===== src/rtl/ctrl_pkg.sv =====
// Shared encodings for the multi-cycle RISC-V controller, datapath and ALU control.
// S_EXEC_I exists only when CTRL_IMM_ALU_EN is defined.
package ctrl_pkg;

  localparam logic [6:0] OPC_R_TYPE = 7'b0110011;
  localparam logic [6:0] OPC_LD     = 7'b0000011;
  localparam logic [6:0] OPC_SD     = 7'b0100011;
  localparam logic [6:0] OPC_BEQ    = 7'b1100011;
  localparam logic [6:0] OPC_I_ALU  = 7'b0010011;

  localparam logic [1:0] SRCB_RS2  = 2'b00;
  localparam logic [1:0] SRCB_FOUR = 2'b01;
  localparam logic [1:0] SRCB_IMM  = 2'b10;

  localparam logic [1:0] ALUOP_ADD   = 2'b00;
  localparam logic [1:0] ALUOP_SUB   = 2'b01;
  localparam logic [1:0] ALUOP_FUNCT = 2'b10;

  // Fixed encodings so state values do not shift with the build option.
  typedef enum logic [3:0] {
    S_FETCH    = 4'd0,
    S_DECODE   = 4'd1,
    S_MEM_ADDR = 4'd2,
    S_MEM_RD   = 4'd3,
    S_MEM_WB   = 4'd4,
    S_MEM_WR   = 4'd5,
    S_EXEC_R   = 4'd6,
`ifdef CTRL_IMM_ALU_EN
    S_EXEC_I   = 4'd7,
`endif
    S_ALU_WB   = 4'd8,
    S_BRANCH   = 4'd9,
    S_TRAP     = 4'd10
  } state_e;

endpackage


===== src/rtl/retire_counter.sv =====
// Retired-instruction counter: asynchronous clear, +1 per enabled cycle, wraps.
module retire_counter #(
  parameter int CNT_W = 32
) (
  input  logic             clk,
  input  logic             rst,
  input  logic             i_inc,
  output logic [CNT_W-1:0] o_count
);

  localparam logic [CNT_W-1:0] ONE = {{(CNT_W-1){1'b0}}, 1'b1};

  logic [CNT_W-1:0] r_count;

  always_ff @(posedge clk or posedge rst) begin
    if (rst) begin
      r_count <= '0;
    end else if (i_inc) begin
      r_count <= r_count + ONE;
    end
  end

  assign o_count = r_count;

endmodule


===== src/rtl/multicycle_control.sv =====
// Multi-cycle RISC-V main controller: Moore FSM sequencing fetch..write-back.
// Define CTRL_IMM_ALU_EN to decode I-type ALU ops (0010011) instead of trapping.
//
// state    | meaning
// FETCH    | read instruction at PC, PC+4 into PC on mem_ready
// DECODE   | branch target into ALU-out, dispatch on opcode
// MEM_ADDR | rs1 + imm for LD/SD
// MEM_RD   | load data read, wait mem_ready
// MEM_WB   | MDR into register file (retire)
// MEM_WR   | store write, wait mem_ready (retire on ready)
// EXEC_R   | rs1 op rs2
// EXEC_I   | rs1 op imm (CTRL_IMM_ALU_EN only)
// ALU_WB   | ALU-out into register file (retire)
// BRANCH   | compare, conditional PC load (retire)
// TRAP     | unknown opcode, absorbing until reset
module multicycle_control
  import ctrl_pkg::*;
#(
  parameter int OPCODE_W = 7,
  parameter int CNT_W    = 32
) (
  input  logic                clk,
  input  logic                reset,
  input  logic [OPCODE_W-1:0] opcode,
  input  logic                zero,
  input  logic                mem_ready,
  output logic                pc_write,
  output logic                pc_write_cond,
  output logic                pc_source,
  output logic                iord,
  output logic                mem_read,
  output logic                mem_write,
  output logic                ir_write,
  output logic                mem_to_reg,
  output logic                reg_write,
  output logic                alu_src_a,
  output logic [1:0]          alu_src_b,
  output logic [1:0]          aluop,
  output logic                illegal,
  output logic [CNT_W-1:0]    instret
);

  state_e r_state;
  state_e w_next;
  logic   r_run;

  logic       w_pc_write, w_pc_write_cond, w_pc_source, w_iord;
  logic       w_mem_read, w_mem_write, w_ir_write, w_mem_to_reg;
  logic       w_reg_write, w_alu_src_a, w_illegal, w_retire;
  logic [1:0] w_alu_src_b, w_aluop;

  // zero is consumed by the datapath's pc_write_cond gating, not here.
  logic w_unused;
  assign w_unused = zero;

  // r_run holds the FSM idle until the first edge after reset release.
  always_ff @(posedge clk or posedge reset) begin
    if (reset) begin
      r_state <= S_FETCH;
      r_run   <= 1'b0;
    end else begin
      r_run <= 1'b1;
      if (r_run) begin
        r_state <= w_next;
      end
    end
  end

  always_comb begin
    w_next = r_state;
    case (r_state)
      S_FETCH:    if (mem_ready) w_next = S_DECODE;
      S_DECODE: begin
        case (opcode)
          OPC_LD, OPC_SD: w_next = S_MEM_ADDR;
          OPC_R_TYPE:     w_next = S_EXEC_R;
`ifdef CTRL_IMM_ALU_EN
          OPC_I_ALU:      w_next = S_EXEC_I;
`endif
          OPC_BEQ:        w_next = S_BRANCH;
          default:        w_next = S_TRAP;
        endcase
      end
      S_MEM_ADDR: w_next = (opcode == OPC_SD) ? S_MEM_WR : S_MEM_RD;
      S_MEM_RD:   if (mem_ready) w_next = S_MEM_WB;
      S_MEM_WB:   w_next = S_FETCH;
      S_MEM_WR:   if (mem_ready) w_next = S_FETCH;
      S_EXEC_R:   w_next = S_ALU_WB;
`ifdef CTRL_IMM_ALU_EN
      S_EXEC_I:   w_next = S_ALU_WB;
`endif
      S_ALU_WB:   w_next = S_FETCH;
      S_BRANCH:   w_next = S_FETCH;
      S_TRAP:     w_next = S_TRAP;
      default:    w_next = S_TRAP;
    endcase
  end

  always_comb begin
    w_pc_write      = 1'b0;
    w_pc_write_cond = 1'b0;
    w_pc_source     = 1'b0;
    w_iord          = 1'b0;
    w_mem_read      = 1'b0;
    w_mem_write     = 1'b0;
    w_ir_write      = 1'b0;
    w_mem_to_reg    = 1'b0;
    w_reg_write     = 1'b0;
    w_alu_src_a     = 1'b0;
    w_alu_src_b     = SRCB_RS2;
    w_aluop         = ALUOP_ADD;
    w_illegal       = 1'b0;
    w_retire        = 1'b0;
    case (r_state)
      S_FETCH: begin
        w_mem_read  = 1'b1;
        w_alu_src_b = SRCB_FOUR;
        w_ir_write  = mem_ready;
        w_pc_write  = mem_ready;
      end
      S_DECODE:   w_alu_src_b = SRCB_IMM;
      S_MEM_ADDR: begin
        w_alu_src_a = 1'b1;
        w_alu_src_b = SRCB_IMM;
      end
      S_MEM_RD: begin
        w_mem_read = 1'b1;
        w_iord     = 1'b1;
      end
      S_MEM_WB: begin
        w_reg_write  = 1'b1;
        w_mem_to_reg = 1'b1;
        w_retire     = 1'b1;
      end
      S_MEM_WR: begin
        w_mem_write = 1'b1;
        w_iord      = 1'b1;
        w_retire    = mem_ready;
      end
      S_EXEC_R: begin
        w_alu_src_a = 1'b1;
        w_aluop     = ALUOP_FUNCT;
      end
`ifdef CTRL_IMM_ALU_EN
      S_EXEC_I: begin
        w_alu_src_a = 1'b1;
        w_alu_src_b = SRCB_IMM;
        w_aluop     = ALUOP_FUNCT;
      end
`endif
      S_ALU_WB: begin
        w_reg_write = 1'b1;
        w_retire    = 1'b1;
      end
      S_BRANCH: begin
        w_alu_src_a     = 1'b1;
        w_aluop         = ALUOP_SUB;
        w_pc_write_cond = 1'b1;
        w_pc_source     = 1'b1;
        w_retire        = 1'b1;
      end
      S_TRAP:   w_illegal = 1'b1;
      default:  w_illegal = 1'b1;
    endcase
  end

  assign pc_write      = r_run & w_pc_write;
  assign pc_write_cond = r_run & w_pc_write_cond;
  assign pc_source     = r_run & w_pc_source;
  assign iord          = r_run & w_iord;
  assign mem_read      = r_run & w_mem_read;
  assign mem_write     = r_run & w_mem_write;
  assign ir_write      = r_run & w_ir_write;
  assign mem_to_reg    = r_run & w_mem_to_reg;
  assign reg_write     = r_run & w_reg_write;
  assign alu_src_a     = r_run & w_alu_src_a;
  assign alu_src_b     = r_run ? w_alu_src_b : 2'b00;
  assign aluop         = r_run ? w_aluop : 2'b00;
  assign illegal       = r_run & w_illegal;

  retire_counter #(
    .CNT_W(CNT_W)
  ) u_retire_counter (
    .clk    (clk),
    .rst    (reset),
    .i_inc  (r_run & w_retire),
    .o_count(instret)
  );

endmodule


===== config.mk =====
export PLATFORM = sky130hd
export DESIGN_NAME = multicycle_control
export DESIGN_NICKNAME = d
export VERILOG_FILES = /design/src/rtl/ctrl_pkg.sv /design/src/rtl/retire_counter.sv /design/src/rtl/multicycle_control.sv
export SDC_FILE = /design/constraint.sdc
export NUM_CORES = 1
export LEC_CHECK = 0
export CELL_PAD_IN_SITES_DETAIL_PLACEMENT = 1
export CELL_PAD_IN_SITES_GLOBAL_PLACEMENT = 1
export CORE_MARGIN = 3
export CORE_UTILIZATION = 36
export DETAILED_ROUTE_END_ITERATION = 7
export GPL_ROUTABILITY_DRIVEN = 0
export HOLD_SLACK_MARGIN = 0.1
export PLACE_DENSITY = 0.85
export SETUP_SLACK_MARGIN = 0.1
export SLEW_MARGIN = 20
export SYNTH_ARGS = -nofsm -noshare
export SYNTH_HDL_FRONTEND = slang
export SYNTH_SLANG_ARGS = --single-unit

===== constraint.sdc =====
create_clock -name clk -period 3.65 [get_ports clk]
set_clock_uncertainty 0.2 [all_clocks]
set_input_delay 0.9125 -clock clk [delete_from_list [all_inputs] [get_ports clk]]
set_output_delay 0.9125 -clock clk [all_outputs]
set_load 0.02 [all_outputs]

Word level (Yosys, flattened, before mapping)
Cells that the tools add are included.
{"block": "classes", "add_sub_neg": 1, "eq_ne": 15, "muxes": 20, "n_bitwise": 10, "n_reduce_logical": 10}
{"operator": "$add A32 B1 Y32 const B", "n": 1}
{"operator": "$pmux W4 S7", "n": 1}
{"operator": "$eq A7 B6 Y1 const B", "n": 2}
{"operator": "$eq A4 B3 Y1 const B", "n": 3}
{"operator": "$mux W4", "n": 3}
{"operator": "$pmux W4 S3", "n": 1}
{"operator": "$and A1 B1 Y1", "n": 10}
{"operator": "$reduce_or A2 Y1", "n": 5}
{"operator": "$mux W1", "n": 9}
{"operator": "$reduce_or A9 Y1", "n": 1}
{"operator": "$eq A4 B2 Y1 const B", "n": 2}
{"operator": "$eq A4 B4 Y1 const B", "n": 2}
{"operator": "$pmux W2 S2", "n": 2}
{"operator": "$eq A7 B2 Y1 const B", "n": 1}
{"operator": "$eq A7 B7 Y1 const B", "n": 1}
{"operator": "$ne A2 B2 Y1 const B", "n": 3}
{"operator": "$reduce_or A3 Y1", "n": 2}
{"operator": "$eq A4 B1 Y1 const B", "n": 1}
{"operator": "$logic_not A4 Y1", "n": 1}
{"operator": "$mux W2", "n": 2}
{"operator": "$reduce_and A4 Y1", "n": 1}
{"operator": "$mux W3", "n": 1}
{"operator": "$pmux W1 S2", "n": 1}
{"block": "word_totals", "regBits": 37, "inputBits": 11, "wordCells": 59}

Depth between registers and ports, before layout
{"block": "logic_depth", "ltp_word": 4, "ltp_mapped": 6, "depth_no_buf": 6}

Hierarchy
A second synthesis with hierarchy kept.
{"block": "unflattened", "hier_cells": 206, "hier_area_um2": 2153.3}
{"module": "retire_counter", "n_inst": 1, "cells_each": 126, "area_per_inst_um2": 1510.2, "seq_area_each_um2": 800.8}
{"module": "multicycle_control", "n_inst": 1, "cells_each": 80, "area_per_inst_um2": 643.1, "seq_area_each_um2": 125.1}

Worst setup path after synthesis
OpenSTA, ideal clock, no wires.
{"block": "synth_path", "path_kind": "reg-to-output", "startpoint": "register r_run", "endpoint": "output port pc_write", "t_arrival_ps": 1970, "required_ps": 2538, "setup_slack_ps": 567, "path_stages_with_launch": 6, "path_buffers": 2, "cell_sequence": "dfrtp_1 -> clkbuf_1 -> nand2b_1 -> nor4_1 -> and2_1 -> buf_4"}
{"block": "synth_via", "elab_chain_len": 1}
{"element": "start, declared", "line_no": "multicycle_control.sv:45", "rtl": "logic r_run;"}
{"element": "start signal, assigned", "line_no": "multicycle_control.sv:60", "rtl": "r_run <= 1'b0;"}
{"element": "start signal, assigned", "line_no": "multicycle_control.sv:62", "rtl": "r_run <= 1'b1;"}
{"element": "$and A1 B1 Y1"}
{"element": "end, declared", "line_no": "multicycle_control.sv:27", "rtl": "output logic pc_write,"}
No other way between the ends.

Final worst setup path
{"block": "layout_path", "startpoint": "input port mem_ready", "endpoint": "output port ir_write"}
{"block": "layout_via", "elab_chain_len": 2}
{"element": "start, declared", "line_no": "multicycle_control.sv:26", "rtl": "input logic mem_ready,"}
{"element": "$mux W1", "line_no": "multicycle_control.sv:114", "rtl": "case (r_state)"}
{"element": "$and A1 B1 Y1", "line_no": "multicycle_control.sv:173", "rtl": "assign ir_write = r_run & w_ir_write;"}
{"element": "end, declared", "line_no": "multicycle_control.sv:33", "rtl": "output logic ir_write,"}
No other way between the ends.

==> results_dict.tcl <==
set metrics [dict create \
    status "completed" \
    fmaxAchievable_mhz 299 \
    die_height_um 82.0 \
    min-delay-path-class "reg2reg" \
    cts-resized-gates 0 \
    crit_path_end "ir_write" \
    antenna_violating_nets_post_route 0 \
    clk_root_buffer_cell "sky130_fd_sc_hd__clkbuf_8" \
    p_per_area_nw_per_um2 495 \
    power.leakage_nw 1.23 \
    dieArea_um2 6720 \
    drt_iter0_markers 45 \
    globalRouteOverflowTotal 0 \
    worst_pin_slew_ns 0.623 \
    postSynthAreaPerCell_um2 9.84 \
    routed_wl_um 5000 \
    synth_enable_flop_cells 0 \
    detailedRoute.firstPassIterationCount 4 \
    cts_inserted_buffers 5 \
    critical_path.endpoint_type "primary output" \
    global_route.usage.met3 0.0373 \
    timing.critical_path.required_ns 2.54 \
    ys_seq_area_frac 0.446 \
    syn_inst 211 \
    timing.reg2reg.worst_path_depth 5 \
    clkSlewWorstSetupHoldPaths_ns 0.07 \
    drc 0 \
    dp_slack_ns 0.286 \
    slew-limit-headroom 0.581 \
    critical_path_peak_fanout 5 \
    clock_path_buffers 2 \
    timing.final.crit_share 0.916 \
    chipWidth_um 82.0 \
    final_layout_size_suffix_gt1_frac 0.0684 \
    starting_utilization_of_the_core_area 0.375 \
    setup_violations 0 \
    yosys-top-cells-area "sky130_fd_sc_hd__dfrtp_1 45%, sky130_fd_sc_hd__xor2_1 7.2%, sky130_fd_sc_hd__xnor2_1 6.3%" \
    core_area_um2 5540 \
    yosys_most_used_dff "sky130_fd_sc_hd__dfrtp_1" \
    ir_drop_mv 0.265 \
    finalWorstSetupSlack_ns 0.307 \
    grt_first_pass_wirelength_um 8540 \
    number_of_antenna_violations_at_the_first_check_in_global_routing 0 \
    syn_area_um2 2080 \
    tritoncts_clock_tree "built" \
    synth-seq-cells 37 \
    critical_path.reg2reg.endpoint "u_retire_counter.o_count[31]" \
    routed_via_density 5.20 \
    timing_hold_violations_final 0 \
    synthArstFlopShare 1.00 \
    grt_util_met1 0.193 \
    finalNetCount 275 \
    reg_to_reg_start "r_state[2]" \
    placed_cells_incl_taps 328 \
    r2r_setup_slack_ns 1.18 \
    yosysTopAreaCellShare 0.446 \
    grt_most_used_layer "met2" \
    dp.final_hpwl_um 3720 \
    core.rowCount 27 \
    antenna_cells_inserted 0 \
    post_synthesis_net_count 223 \
    numClockSinks 37 \
    dominant_cell_type_by_area_after_synthesis "sky130_fd_sc_hd__dfrtp_1" \
    numPortBuffers 56 \
    htree_levels 2 \
    post_drt_wl_per_cell_um 14.9 \
    maxCapViolCount 0 \
    worst_skew_pair.late_latency_ns 0.29 \
    critPathArrivalTime_ns 2.23 \
    critPathKind "in2out" \
    timing.final.max_slew_violations 0 \
    synthToLayoutAreaGrowth_pct 33.2 \
    via_count 1741 \
    largest_net_degree_at_the_start_of_global_routing 38 \
    setup_total_negative_slack_ns 0 \
    grt_usage 0.164 \
    cts_setup_buffers 0 \
    cp-start-kind "input port" \
    worstSetupStartpoint "mem_ready" \
    final_cells 335 \
    layout.cell_area.non_filler_um2 2770 \
    hold_fix_buffers_cts 0 \
    pin_count 58 \
    globalRouteMet2Util 0.289 \
    number_of_warning_messages_in_the_yosys_log 0 \
    placement.cell_area_um2 2680 \
    setup_repair_after_global_routing_missed_its_margin "no" \
    first_global_vias 1842 \
    synth.lib_cells_used.distinct 47 \
    period_minus_slack_ns 3.34 \
]
cell type report:
cell class	instances	area, um2
repair buffers	57	568
clock buffers	6	82.6
well taps	72	90.1
inverters	4	15.0
clock inverters	1	7.51
flip-flops and latches	37	926
fillers	649	2770
multi-input cells	158	1080
worst max-delay path, stage by stage:
cell	delay, ns
sky130_fd_sc_hd__clkdlybuf4s50_1	0.54
sky130_fd_sc_hd__and2_1	0.17
sky130_fd_sc_hd__clkdlybuf4s50_1	0.61
Yosys cell counts, types with 2 or more instances:
master	number
sky130_fd_sc_hd__and4_2	2
sky130_fd_sc_hd__nand4_1	4
sky130_fd_sc_hd__nor4_1	3
sky130_fd_sc_hd__nand3b_1	3
sky130_fd_sc_hd__nor2b_1	6
sky130_fd_sc_hd__o31ai_1	2
sky130_fd_sc_hd__nand2_1	15
sky130_fd_sc_hd__and3_1	6
sky130_fd_sc_hd__a21oi_1	6
sky130_fd_sc_hd__a21o_1	3
sky130_fd_sc_hd__a22oi_1	2
sky130_fd_sc_hd__clkbuf_1	5
sky130_fd_sc_hd__o21ai_0	2
sky130_fd_sc_hd__o41ai_1	2
sky130_fd_sc_hd__nor3_1	10
sky130_fd_sc_hd__o21a_1	2
sky130_fd_sc_hd__buf_4	3
sky130_fd_sc_hd__nand4_2	2
sky130_fd_sc_hd__nand2b_1	7
sky130_fd_sc_hd__dfrtp_1	37
sky130_fd_sc_hd__inv_1	4
sky130_fd_sc_hd__xor2_1	17
sky130_fd_sc_hd__buf_1	2
sky130_fd_sc_hd__xnor2_1	15
sky130_fd_sc_hd__nand3_1	12
sky130_fd_sc_hd__nor2_1	16
sky130_fd_sc_hd__and4_1	3
layer usage:
metal,up-vias,routed length (um)
met1,856,2130
met3,6,201
met4,0,79
met5,-,0
li1,837,-
met2,42,2600
through the flow:
stage                     hold slack, ns  total power [mW]   util
after floorplan                    0.389             0.907      -
after CTS                          0.294              1.39  0.499
after global routing               0.312              1.47  0.499
after global placement             0.280              1.07  0.483
final                              0.290              1.37  0.499
after detailed placement           0.281              1.09  0.483
layout by cell type, fill, tap and decap left out, types with 4 or more instances in the layout:
master / Yosys / layout
sky130_fd_sc_hd__nand4_1: 4 / 4
sky130_fd_sc_hd__nand2_1: 15 / 15
sky130_fd_sc_hd__dfrtp_1: 37 / 37
sky130_fd_sc_hd__inv_1: 4 / 4
sky130_fd_sc_hd__nor2_1: 16 / 16
sky130_fd_sc_hd__xnor2_1: 15 / 15
sky130_fd_sc_hd__nand3_1: 12 / 12
sky130_fd_sc_hd__clkbuf_8: 0 / 6
sky130_fd_sc_hd__nor3_1: 10 / 10
sky130_fd_sc_hd__a21oi_1: 6 / 6
sky130_fd_sc_hd__nand2b_1: 7 / 7
sky130_fd_sc_hd__xor2_1: 17 / 17
sky130_fd_sc_hd__and3_1: 6 / 6
sky130_fd_sc_hd__clkdlybuf4s50_1: 0 / 56
sky130_fd_sc_hd__nor2b_1: 6 / 6
registers in the layout, summed over array words and instances (netlist names):
| signal | count |
|---|---|
| u_retire_counter.o_count | 32 |
| r_state | 4 |
| r_run | 1 |
how the worst min path moves through the flow:
stage,from,to,slack (ns),cells after the start
3_5_place_dp,u_retire_counter.o_count[15],u_retire_counter.o_count[15],0.28,1
2_1_floorplan,u_retire_counter.o_count[17],u_retire_counter.o_count[17],0.39,1
4_1_cts,u_retire_counter.o_count[15],u_retire_counter.o_count[15],0.29,1
3_3_place_gp,u_retire_counter.o_count[17],u_retire_counter.o_count[17],0.28,1
5_1_grt,u_retire_counter.o_count[23],u_retire_counter.o_count[23],0.31,1
6_report,u_retire_counter.o_count[15],u_retire_counter.o_count[15],0.29,1
cell families (layout without fill, tap and decap cells):
| logic type | after synthesis | count (layout) | share of synthesized area |
|---|---|---|---|
| compound gates | 24 | 24 | 0.0777 |
| xor+xnor | 33 | 33 | 0.143 |
| fa+ha+maj | 1 | 1 | 0.00602 |
| buf+inv | 16 | 68 | 0.0355 |
| flops | 37 | 37 | 0.446 |
| mux | 1 | 1 | 0.00542 |
| other cells | 1 | 1 | 0.00181 |
| simple gates | 98 | 98 | 0.285 |
power breakdown:
group	switching, mW	total (mW)	leakage [nW]	internal [mW]
sequential	0.123	0.576	0.492	0.453
combinational	0.259	0.505	0.691	0.246
clock	0.141	0.290	0.0433	0.149
Power figures use the tool's default switching activity.
